===== config.mk =====
export PLATFORM = sky130hd
export DESIGN_NAME = alarm_clk_ctrl
export DESIGN_NICKNAME = d
export VERILOG_FILES = /design/src/rtl/alarm_ctrl_pkg.sv /design/src/rtl/btn_debounce.sv /design/src/rtl/alarm_clk_ctrl.sv
export SDC_FILE = /design/constraint.sdc
export NUM_CORES = 1
export LEC_CHECK = 0
export CAP_MARGIN = 20
export CORE_MARGIN = 2
export CORE_UTILIZATION = 58
export DETAILED_ROUTE_END_ITERATION = 8
export PLACE_DENSITY_LB_ADDON = 0.15
export SYNTH_ARGS = -nofsm -noshare
export SYNTH_HDL_FRONTEND = slang
export SYNTH_SLANG_ARGS = --single-unit
export TNS_END_PERCENT = 10

===== constraint.sdc =====
create_clock -name Clock_1MSec -period 5 [get_ports Clock_1MSec]
set_input_delay 1 -clock Clock_1MSec [delete_from_list [all_inputs] [get_ports Clock_1MSec]]
set_output_delay 1 -clock Clock_1MSec [all_outputs]
set_load 0.01 [all_outputs]

===== src/rtl/alarm_ctrl_pkg.sv =====
// Shared encodings, field widths and wrap helpers for the alarm clock UI controller.
package alarm_ctrl_pkg;

  localparam int HR_W  = 4;
  localparam int MIN_W = 6;
  localparam int AP_W  = 1;
  localparam int SEC_W = 6;
  localparam int ST_W  = 4;

  localparam logic [HR_W-1:0]  HOUR_MIN = 4'd1;
  localparam logic [HR_W-1:0]  HOUR_MAX = 4'd12;
  localparam logic [MIN_W-1:0] MIN_MAX  = 6'd59;

  typedef enum logic [ST_W-1:0] {
    ST_RUN    = 4'd0,
    ST_T_HR   = 4'd1,
    ST_T_MIN  = 4'd2,
    ST_T_AMPM = 4'd3,
    ST_T_LOAD = 4'd4,
    ST_A_HR   = 4'd5,
    ST_A_MIN  = 4'd6,
    ST_A_AMPM = 4'd7,
    ST_A_LOAD = 4'd8
  } edit_state_e;

  // 12-hour dial: 12 rolls over to 1; anything out of range also lands on 1.
  function automatic logic [HR_W-1:0] next_hour(input logic [HR_W-1:0] h);
    return (h >= HOUR_MAX) ? HOUR_MIN : h + HR_W'(1);
  endfunction

  // Minutes roll 59 -> 0.
  function automatic logic [MIN_W-1:0] next_min(input logic [MIN_W-1:0] m);
    return (m >= MIN_MAX) ? '0 : m + MIN_W'(1);
  endfunction

endpackage


===== src/rtl/btn_debounce.sv =====
// Push-button conditioner: 2-FF synchronizer, stability counter, 1-cycle press pulse.
module btn_debounce #(
  parameter int DEBOUNCE_MS = 20
) (
  input  logic clk_i,
  input  logic rst_i,
  input  logic btn_i,
  output logic press_o
);

  // Counter only needs to reach DEBOUNCE_MS-1; the D-th differing sample flips the level.
  localparam int CNT_W = (DEBOUNCE_MS > 1) ? $clog2(DEBOUNCE_MS) : 1;

  logic             sync1_q, sync2_q;
  logic             level_q;
  logic             press_q;
  logic [CNT_W-1:0] cnt_q;

  // Bring the asynchronous button into the clock domain.
  always_ff @(posedge clk_i or posedge rst_i) begin
    if (rst_i) begin
      sync1_q <= 1'b0;
      sync2_q <= 1'b0;
    end else begin
      sync1_q <= btn_i;
      sync2_q <= sync1_q;
    end
  end

  // Accept a new level after DEBOUNCE_MS consecutive differing samples; pulse on accepted rise.
  always_ff @(posedge clk_i or posedge rst_i) begin
    if (rst_i) begin
      level_q <= 1'b0;
      cnt_q   <= '0;
      press_q <= 1'b0;
    end else begin
      press_q <= 1'b0;
      if (sync2_q == level_q) begin
        cnt_q <= '0;
      end else if (cnt_q == CNT_W'(DEBOUNCE_MS - 1)) begin
        level_q <= sync2_q;
        cnt_q   <= '0;
        press_q <= sync2_q;
      end else begin
        cnt_q <= cnt_q + CNT_W'(1);
      end
    end
  end

  assign press_o = press_q;

endmodule


===== src/rtl/alarm_clk_ctrl.sv =====
// Button-driven edit FSM, time/alarm shadows, load strobes and buzzer gating for alarm_clk.
module alarm_clk_ctrl
  import alarm_ctrl_pkg::*;
#(
  parameter int DEBOUNCE_MS      = 20,
  parameter int LOAD_HOLD_MS     = 1100,
  parameter int EDIT_TIMEOUT_MS  = 10000,
  parameter int SNOOZE_MS        = 300000,
  parameter int ALARM_TIMEOUT_MS = 60000
) (
  input  logic             Clock_1MSec,
  input  logic             Reset,
  input  logic             ModeBtn,
  input  logic             IncBtn,
  input  logic             SnoozeBtn,
  input  logic             Alarm,
  input  logic [HR_W-1:0]  Hours_C,
  input  logic [MIN_W-1:0] Mins_C,
  input  logic             AM_PM,
  output logic             LoadTime,
  output logic             LoadAlm,
  output logic [HR_W-1:0]  SetHours,
  output logic [MIN_W-1:0] SetMins,
  output logic [SEC_W-1:0] SetSecs,
  output logic             Set_AM_PM,
  output logic [HR_W-1:0]  AlarmHoursIn,
  output logic [MIN_W-1:0] AlarmMinsIn,
  output logic             Alarm_AM_PM_In,
  output logic             AlarmEnable,
  output logic             Buzzer,
  output logic [ST_W-1:0]  EditState
);

  localparam int IDLE_W = $clog2(EDIT_TIMEOUT_MS + 1);
  localparam int LOAD_W = $clog2(LOAD_HOLD_MS + 1);
  localparam int SNZ_W  = (SNOOZE_MS > 1) ? $clog2(SNOOZE_MS) : 1;
  localparam int BUZ_W  = $clog2(ALARM_TIMEOUT_MS + 1);

  logic mode_p, inc_p, snz_p;

  edit_state_e       state_q;
  logic              load_time_q, load_alm_q;
  logic [IDLE_W-1:0] idle_q;
  logic [LOAD_W-1:0] load_q;
  logic [HR_W-1:0]   t_hr_q, a_hr_q;
  logic [MIN_W-1:0]  t_min_q, a_min_q;
  logic              t_ap_q, a_ap_q;
  logic              en_q;

  logic              buzzer_q, buzzer_d;
  logic              alarm_q;
  logic              silenced_q;
  logic [SNZ_W-1:0]  snz_q;
  logic [BUZ_W-1:0]  buz_q;
  logic              snz_hit, snoozing, alarm_fall;

  btn_debounce #(.DEBOUNCE_MS(DEBOUNCE_MS)) u_db_mode (
    .clk_i(Clock_1MSec), .rst_i(Reset), .btn_i(ModeBtn), .press_o(mode_p));
  btn_debounce #(.DEBOUNCE_MS(DEBOUNCE_MS)) u_db_inc (
    .clk_i(Clock_1MSec), .rst_i(Reset), .btn_i(IncBtn), .press_o(inc_p));
  btn_debounce #(.DEBOUNCE_MS(DEBOUNCE_MS)) u_db_snz (
    .clk_i(Clock_1MSec), .rst_i(Reset), .btn_i(SnoozeBtn), .press_o(snz_p));

  // Edit FSM: Mode walks fields, Inc edits the current field, idle edits time out, load states hold the strobe.
  always_ff @(posedge Clock_1MSec or posedge Reset) begin
    if (Reset) begin
      state_q     <= ST_RUN;
      load_time_q <= 1'b0;
      load_alm_q  <= 1'b0;
      idle_q      <= '0;
      load_q      <= '0;
      t_hr_q      <= HOUR_MAX;
      t_min_q     <= '0;
      t_ap_q      <= 1'b0;
      a_hr_q      <= HOUR_MAX;
      a_min_q     <= '0;
      a_ap_q      <= 1'b0;
      en_q        <= 1'b0;
    end else begin
      case (state_q)
        ST_RUN: begin
          idle_q <= '0;
          load_q <= '0;
          if (mode_p) begin
            state_q <= ST_T_HR;
            t_hr_q  <= Hours_C;
            t_min_q <= Mins_C;
            t_ap_q  <= AM_PM;
          end else if (inc_p) begin
            en_q <= ~en_q;
          end
        end

        ST_T_HR, ST_T_MIN, ST_T_AMPM, ST_A_HR, ST_A_MIN, ST_A_AMPM: begin
          if (mode_p) begin
            // Mode has priority; a coincident Inc is dropped.
            idle_q <= '0;
            load_q <= '0;
            case (state_q)
              ST_T_HR:   state_q <= ST_T_MIN;
              ST_T_MIN:  state_q <= ST_T_AMPM;
              ST_T_AMPM: begin state_q <= ST_T_LOAD; load_time_q <= 1'b1; end
              ST_A_HR:   state_q <= ST_A_MIN;
              ST_A_MIN:  state_q <= ST_A_AMPM;
              default:   begin state_q <= ST_A_LOAD; load_alm_q <= 1'b1; end
            endcase
          end else if (inc_p) begin
            idle_q <= '0;
            case (state_q)
              ST_T_HR:   t_hr_q  <= next_hour(t_hr_q);
              ST_T_MIN:  t_min_q <= next_min(t_min_q);
              ST_T_AMPM: t_ap_q  <= ~t_ap_q;
              ST_A_HR:   a_hr_q  <= next_hour(a_hr_q);
              ST_A_MIN:  a_min_q <= next_min(a_min_q);
              default:   a_ap_q  <= ~a_ap_q;
            endcase
          end else if (idle_q == IDLE_W'(EDIT_TIMEOUT_MS - 1)) begin
            // Abandon the edit; shadows keep whatever was entered.
            state_q <= ST_RUN;
            idle_q  <= '0;
          end else begin
            idle_q <= idle_q + IDLE_W'(1);
          end
        end

        ST_T_LOAD: begin
          if (load_q == LOAD_W'(LOAD_HOLD_MS - 1)) begin
            state_q     <= ST_A_HR;
            load_time_q <= 1'b0;
            load_q      <= '0;
            idle_q      <= '0;
          end else begin
            load_q <= load_q + LOAD_W'(1);
          end
        end

        ST_A_LOAD: begin
          if (load_q == LOAD_W'(LOAD_HOLD_MS - 1)) begin
            state_q    <= ST_RUN;
            load_alm_q <= 1'b0;
            load_q     <= '0;
          end else begin
            load_q <= load_q + LOAD_W'(1);
          end
        end

        default: begin
          state_q     <= ST_RUN;
          load_time_q <= 1'b0;
          load_alm_q  <= 1'b0;
          idle_q      <= '0;
          load_q      <= '0;
        end
      endcase
    end
  end

  // A snooze press counts only while buzzing or already snoozing; it gates the buzzer in the same cycle.
  assign snz_hit    = snz_p & (buzzer_q | (snz_q != '0));
  assign snoozing   = (snz_q != '0) | snz_hit;
  assign alarm_fall = alarm_q & ~Alarm;
  assign buzzer_d   = Alarm & en_q & ~snoozing & ~silenced_q;

  // Snooze countdown; loaded with SNOOZE_MS-1 so the press cycle itself is the first silent one.
  always_ff @(posedge Clock_1MSec or posedge Reset) begin
    if (Reset) begin
      snz_q <= '0;
    end else if (!en_q) begin
      snz_q <= '0;
    end else if (snz_hit) begin
      snz_q <= SNZ_W'(SNOOZE_MS - 1);
    end else if (snz_q != '0) begin
      snz_q <= snz_q - SNZ_W'(1);
    end
  end

  // Registered buzzer with auto-silence after ALARM_TIMEOUT_MS continuous buzzing cycles.
  always_ff @(posedge Clock_1MSec or posedge Reset) begin
    if (Reset) begin
      alarm_q    <= 1'b0;
      buzzer_q   <= 1'b0;
      silenced_q <= 1'b0;
      buz_q      <= '0;
    end else begin
      alarm_q <= Alarm;
      if (!en_q || alarm_fall) begin
        silenced_q <= 1'b0;
        buz_q      <= '0;
        buzzer_q   <= 1'b0;
      end else if (buzzer_d) begin
        if (buz_q == BUZ_W'(ALARM_TIMEOUT_MS)) begin
          silenced_q <= 1'b1;
          buz_q      <= '0;
          buzzer_q   <= 1'b0;
        end else begin
          buz_q    <= buz_q + BUZ_W'(1);
          buzzer_q <= 1'b1;
        end
      end else begin
        buz_q    <= '0;
        buzzer_q <= 1'b0;
      end
    end
  end

  assign LoadTime       = load_time_q;
  assign LoadAlm        = load_alm_q;
  assign SetHours       = t_hr_q;
  assign SetMins        = t_min_q;
  assign Set_AM_PM      = t_ap_q;
  assign SetSecs        = '0;
  assign AlarmHoursIn   = a_hr_q;
  assign AlarmMinsIn    = a_min_q;
  assign Alarm_AM_PM_In = a_ap_q;
  assign AlarmEnable    = en_q;
  assign Buzzer         = buzzer_q;
  assign EditState      = state_q;

endmodule


After elaboration in Yosys (flattened, before gate mapping)
Index checks and enable logic that the tools add are counted.

operators by class
  multiplexer cells = 66
  order comparisons = 4
  eq/ne operators = 30
  bitwise operators = 21
  add/sub/neg operators = 11
  reductions and logical operators = 27

operators with widths
  operator                                                               count
  19-bit two-way mux                                                     3
  14-bit two-way mux                                                     4
  16-bit two-way mux                                                     3
  4-bit two-way mux                                                      12
  14-bit case mux with 3 select lines                                    1
  6-bit two-way mux                                                      6
  5-bit two-way mux                                                      6
  11-bit two-way mux                                                     2
  11-bit case mux with 2 select lines                                    1
  1-bit two-way mux                                                      21
  4-bit case mux with 5 select lines                                     1
  4-bit AND reduction                                                    5
  5-bit AND reduction                                                    4
  19-bit nonzero test                                                    1
  19-bit by 1-bit subtractor with 19-bit output, second input constant   1
  16-bit by 1-bit adder with 16-bit output, second input constant        1
  16-bit equality test, second input constant                            1
  4-bit by 3-bit equality test with 1-bit output, second input constant  4
  4-bit case mux with 4 select lines                                     1
  5-bit by 1-bit adder with 5-bit output, second input constant          3
  5-bit equality test, second input constant                             3
  14-bit by 1-bit adder with 14-bit output, second input constant        1
  14-bit equality test, second input constant                            1
  2-bit != test, second input constant                                   7
  30 further kinds                                                       66

storage, ports and cells
  output and inout bits = 36
  register bits = 119
  bits of input ports = 17
  logic and storage cells = 191

Depth between registers and ports, before layout
  depth after elaboration = 9
  depth in mapped cells = 10
  gate-level depth less buffers = 7

Modules after synthesis
From an unflattened synthesis, not the netlist that was laid out.

second synthesis, totals
  cells, all modules = 628
  area total of the unflattened synthesis = 6258.5 sq um

by module, submodules not included
  module          seq. area each (sq um)  area each (sq um)  instances  cells an instance
  alarm_clk_ctrl  2307.2                  5109.9             1          538
  btn_debounce    225.2                   382.9              3          30

Worst setup path after synthesis
Ideal clock, no wire load.

  kind = register to register
  from = reg snz_q[0]
  to = reg buz_q[11]
  required time = 4932 ps
  path slack = 2525 ps
  data arrival time = 2407 ps
  stages on the path, launching flop included = 11
  setup time = 68 ps
  cells stage by stage = dfrtp_1 -> inv_1 -> ha_1 -> or4b_1 -> clkbuf_1 -> nor2_1 -> nand4_1 -> or4_1 -> buf_2 -> buf_6 -> nor2_4

between the ends
  longest elaborated chain between the ends = 9

RTL lines
  element                           line                                          RTL
  start: declaration                alarm_clk_ctrl.sv:53                          logic [SNZ_W-1:0] snz_q;
  start signal: assignment          alarm_clk_ctrl.sv:171                         snz_q <= SNZ_W'(SNOOZE_MS - 1);
  start signal: assignment          alarm_clk_ctrl.sv:173                         snz_q <= snz_q - SNZ_W'(1);
  19-bit nonzero test *             alarm_clk_ctrl.sv:159, alarm_clk_ctrl.sv:160
  1-bit OR                          alarm_clk_ctrl.sv:159                         assign snz_hit = snz_p & (buzzer_q | (snz_q != '0));
  1-bit bitwise AND                 alarm_clk_ctrl.sv:159
  1-bit OR *                        alarm_clk_ctrl.sv:160                         assign snoozing = (snz_q != '0) | snz_hit;
  1-bit NOT *                       alarm_clk_ctrl.sv:162                         assign buzzer_d = Alarm & en_q & ~snoozing & ~silenced_q;
  1-bit bitwise AND * (2 in a row)  alarm_clk_ctrl.sv:162
  16-bit two-way mux *              alarm_clk_ctrl.sv:190                         end else if (buzzer_d) begin
  16-bit two-way mux *              alarm_clk_ctrl.sv:186                         if (!en_q || alarm_fall) begin
  end signal: assignment            alarm_clk_ctrl.sv:196                         buz_q <= buz_q + BUZ_W'(1);
  end: declaration                  alarm_clk_ctrl.sv:54                          logic [BUZ_W-1:0] buz_q;

Every way passes the cells marked *; elsewhere a longest branch is shown, timed or not.
A chain may end at the register's enable or synchronous reset.

Worst setup path after layout
  from = reg snz_q[0]
  to = reg buz_q[2]

The elaborated chain is that of the path after synthesis.

==> run summary <==
CRITICAL PATH
---------------------------------------------------------------------------------
Setup slack, reg-to-reg ............................................      1.96 ns
Required time of the critical path .................................      5.44 ns
Critical path data arrival time ....................................      3.48 ns
Cells traversed along the worst timing path ........................ inv_1 > ha_1 > or4b_1 > nor2_1 > nand4_1 > or4_1 > nor2_1
Crit path max fanout ...............................................           17
Largest stage delay on the critical path ...........................      0.97 ns
CP startpoint kind .................................................         flop
Critical setup path kind ........................................... flop to flop
Launch point of the worst reg-to-reg path ..........................     snz_q[0]
Endpoint of the most critical register-to-register path ............     buz_q[2]
Register-to-Register Path Depth ....................................            7
Most common cell on crit path ......................................       nor2_1
Standard cell with the maximum stage delay on the critical path ....        or4_1
Worst Setup End Kind ...............................................         flop

YOSYS
---------------------------------------------------------------------------------
Most instantiated library cell after synthesis .....................      dfrtp_1
Instance count of the mapped netlist ...............................          622
Synth top cells by count ........................................... dfrtp_1, nand2_1, nor2_1
Register bit total from synthesis ..................................          119
Number of flops mapped to enable cells by yosys ....................            0
Synth Area per Inst ................................................     9.67 µm²
Post-synthesis sequential area ratio ...............................        49.6%
Share of the synthesized area in the top cell type .................        47.8%
Mapped cell area ...................................................     6010 µm²
Library cell occupying the most area in the post-synthesis netlist .      dfrtp_1
Main flop type after synthesis .....................................      dfrtp_1
Synth warn .........................................................            0
Leading cell types by total area after synthesis ................... dfrtp_1, nand2_1, nor2_1
Count of different cell masters after synthesis ....................           64
Share of synthesized flip-flops with an asynchronous set or reset ..         100%

TIMING
---------------------------------------------------------------------------------
Final WS setup .....................................................      1.96 ns
Transition at the pin with the smallest max-transition slack .......      1.05 ns
Worst Clk Skew .....................................................   0.00660 ns
Worst rel slew slack ...............................................        30.2%
Slew Limit Fails ...................................................            0
RSZ-0062 raised after global routing ...............................        false
Number of hold violations in the final report ......................            0
Final setup TNS ....................................................         0 ns
Highest Clock Rate .................................................      329 MHz
Final Critical Period ..............................................      3.04 ns
Post-route fraction of the period consumed by the critical path ....        60.8%
Total of endpoints with negative setup slack in the final report ...            0

CTS
---------------------------------------------------------------------------------
Clock Path Buffers .................................................            2
CTS clk-pin slew, worst paths ......................................      0.06 ns
Hold_buf cts .......................................................            0
Post-CTS repair timing setup buffer count ..........................            0
Sink Count .........................................................          119
Max H-tree Level ...................................................            4
CTS tree ...........................................................        built
Post-cts resize count ..............................................            0
Number of clock buffers inserted by TritonCTS ......................           17
Clock network latency to the later pin of the worst-skew pair ......      0.52 ns
Clock Root Buffer ..................................................     clkbuf_8

WORST HOLD PATH
---------------------------------------------------------------------------------
Hold endpoint ...................................................... u_db_inc.sync2_q
Hold/Removal Path Class ............................................ flop to flop
Launch instance of the worst min-delay path ........................ u_db_inc.sync1_q
Number of cells on the worst hold path .............................            0

POWER AND IR DROP
---------------------------------------------------------------------------------
Switching fraction of total power ..................................        19.8%
Power density cells ................................................   332 nW/µm²
Static leakage .....................................................      3.17 nW
Internal power .....................................................      1.92 mW
Clock network power share ..........................................        57.0%
Switching power summed over all nets ...............................     0.474 mW
Fraction of power consumed by sequential logic .....................        40.9%
Worst supply voltage drop on vdd ...................................   0.000271 V
Share of total power in combinational logic ........................         2.1%

ROUTING
---------------------------------------------------------------------------------
Post-route DRC .....................................................            0
Detailed-route wire length .........................................      12.4 mm
Wire per inst ......................................................      15.2 µm
Number of DRC markers after the initial detailed-route iteration ...          298
Via Count ..........................................................        4,752
Detail-routed via count per cell ...................................         5.82
Count of antenna-violating nets left after detailed routing ........            0
Iteration count of the initial detailed-routing pass ...............            4

GLOBAL ROUTE
---------------------------------------------------------------------------------
Largest net degree at the start of global routing ..................           66
Vias in the first global route .....................................        4,640
Wire length of the first global-routing pass .......................      21.2 mm
Gr ovfl total ......................................................            0
Total Routing Usage GR .............................................        23.8%
Initial antenna violation count ....................................            0

LAYOUT
---------------------------------------------------------------------------------
Synth-to-layout area growth ........................................        20.1%
Post-layout util ...................................................        70.9%
Number of nets in the layout .......................................          697
Number of antenna cells inserted ...................................            0
Layout filler cell count ...........................................          751
Share of post-route cells with drive strength above 1 ..............        9.54%
Non-filler instance count after layout .............................          817
Post-route design area .............................................     7230 µm²

FLOORPLAN
---------------------------------------------------------------------------------
Floorplan die area .................................................   11,200 µm²
Die height .........................................................       106 µm
Core Rows ..........................................................           37
Starting utilization of the core area ..............................        59.1%
Core region area ...................................................   10,200 µm²
Floorplan die width ................................................       106 µm
I/O pin total ......................................................           53

PLACED DESIGN
---------------------------------------------------------------------------------
Half-perimeter wire length after placement .........................      8.24 mm
Final estimated routing congestion in global placement .............        0.879
Instance area after placement ......................................     6550 µm²
Pre-CTS setup slack ................................................      1.99 ns
Cells after DPL ....................................................          785
Count of buffers from port buffering ...............................           46

STATUS
---------------------------------------------------------------------------------
Run status ......................................................... complete, no violations

JOB
---------------------------------------------------------------------------------
Count of maximum capacitance violations ............................            0

power by group through the flow:
stage               combinational, mW  clock, mW  sequential (mW)
floorplan                      0.0333          0            0.994
detailed placement             0.0526          0            0.996
finish                         0.0513       1.37            0.979
CTS                            0.0534       1.39            0.979
global route                   0.0600       1.43            0.979
global placement               0.0513          0            0.995
final cells by class:
| class | instances | area [µm²] | share of cell area, % |
|---|---|---|---|
| Inverter | 20 | 77.6 | 1.07 |
| Timing Repair Buffer | 49 | 483 | 6.68 |
| Clock buffer | 22 | 483 | 6.68 |
| Tap cell | 136 | 170 | 2.35 |
| Clock inverter | 10 | 189 | 2.61 |
| Multi-Input combinational cell | 461 | 2840 | 39.3 |
| Sequential cell | 119 | 2980 | 41.3 |
cell usage in the layout, fill, tap and decap left out, types with 5 or more instances in the layout:
cell type,count
a21oi_1,25
a22o_1,6
and2_1,5
and3_1,19
bufinv_16,5
clkbuf_16,16
clkbuf_8,6
clkdlybuf4s50_1,46
conb_1,6
dfrtp_1,115
ha_1,12
inv_1,18
mux2_2,6
nand2_1,65
nand2b_1,5
nand3_1,36
nand4_1,13
nor2_1,60
nor2_4,7
nor2b_1,7
nor3_1,16
nor3b_1,5
o21a_1,7
o21ai_0,37
o21ai_1,5
or3_1,5
or4_1,5
xnor2_1,23
xor2_1,25
sequential cells by signal, summed over array words and instances, names as in the netlist, 4 cells and up:
name	flops
u_db_inc.cnt_q	5
EditState	4
idle_q	14
SetMins	6
SetHours	4
snz_q	19
load_q	11
AlarmMinsIn	6
AlarmHoursIn	4
u_db_mode.cnt_q	5
u_db_snz.cnt_q	5
buz_q	16
through the flow:
stage          hold WS [ns]  power (mW)
4_1_cts               0.353        2.42
3_3_place_gp          0.334        1.05
6_report              0.349        2.40
5_1_grt               0.356        2.47
3_5_place_dp          0.340        1.05
2_1_floorplan         0.331        1.03
critical path, delay by kind of cell, from the launching register on:
family,cells,cell delay [ns]
simple gates,5,2.27
flops,1,0.42
fa+ha+maj,1,0.20
buf+inv,1,0.07
metal layers:
metal | GRT usage [%] | wire length, µm | up-vias
met5 | 0 | 0 | -
met4 | 9.77 | 210 | 0
met3 | 6.31 | 598 | 23
met2 | 39.3 | 6150 | 139
met1 | 29.8 | 5430 | 2312
li1 | - | - | 2278
worst max path at each step:
stage | from | to
finish | snz_q[0] | buz_q[2]
global route | snz_q[0] | buz_q[2]
CTS | snz_q[0] | buz_q[2]
detailed placement | snz_q[0] | buz_q[2]
global placement | snz_q[0] | buz_q[7]
floorplan | Reset | AlarmEnable
logic make-up after synthesis:
logic type                 after synthesis  synth area share [%]
and+or+nand+nor                        270                  23.7
buffers and inverters                   47                  3.49
muxes                                    9                  1.62
DFF                                    119                  49.6
adders and majority gates               12                  2.50
xor gates and xnor gates                48                  6.99
other                                    1                0.0623
AOI/OAI and AO/OA                      116                  12.1
(Power assumes the default switching activity.)
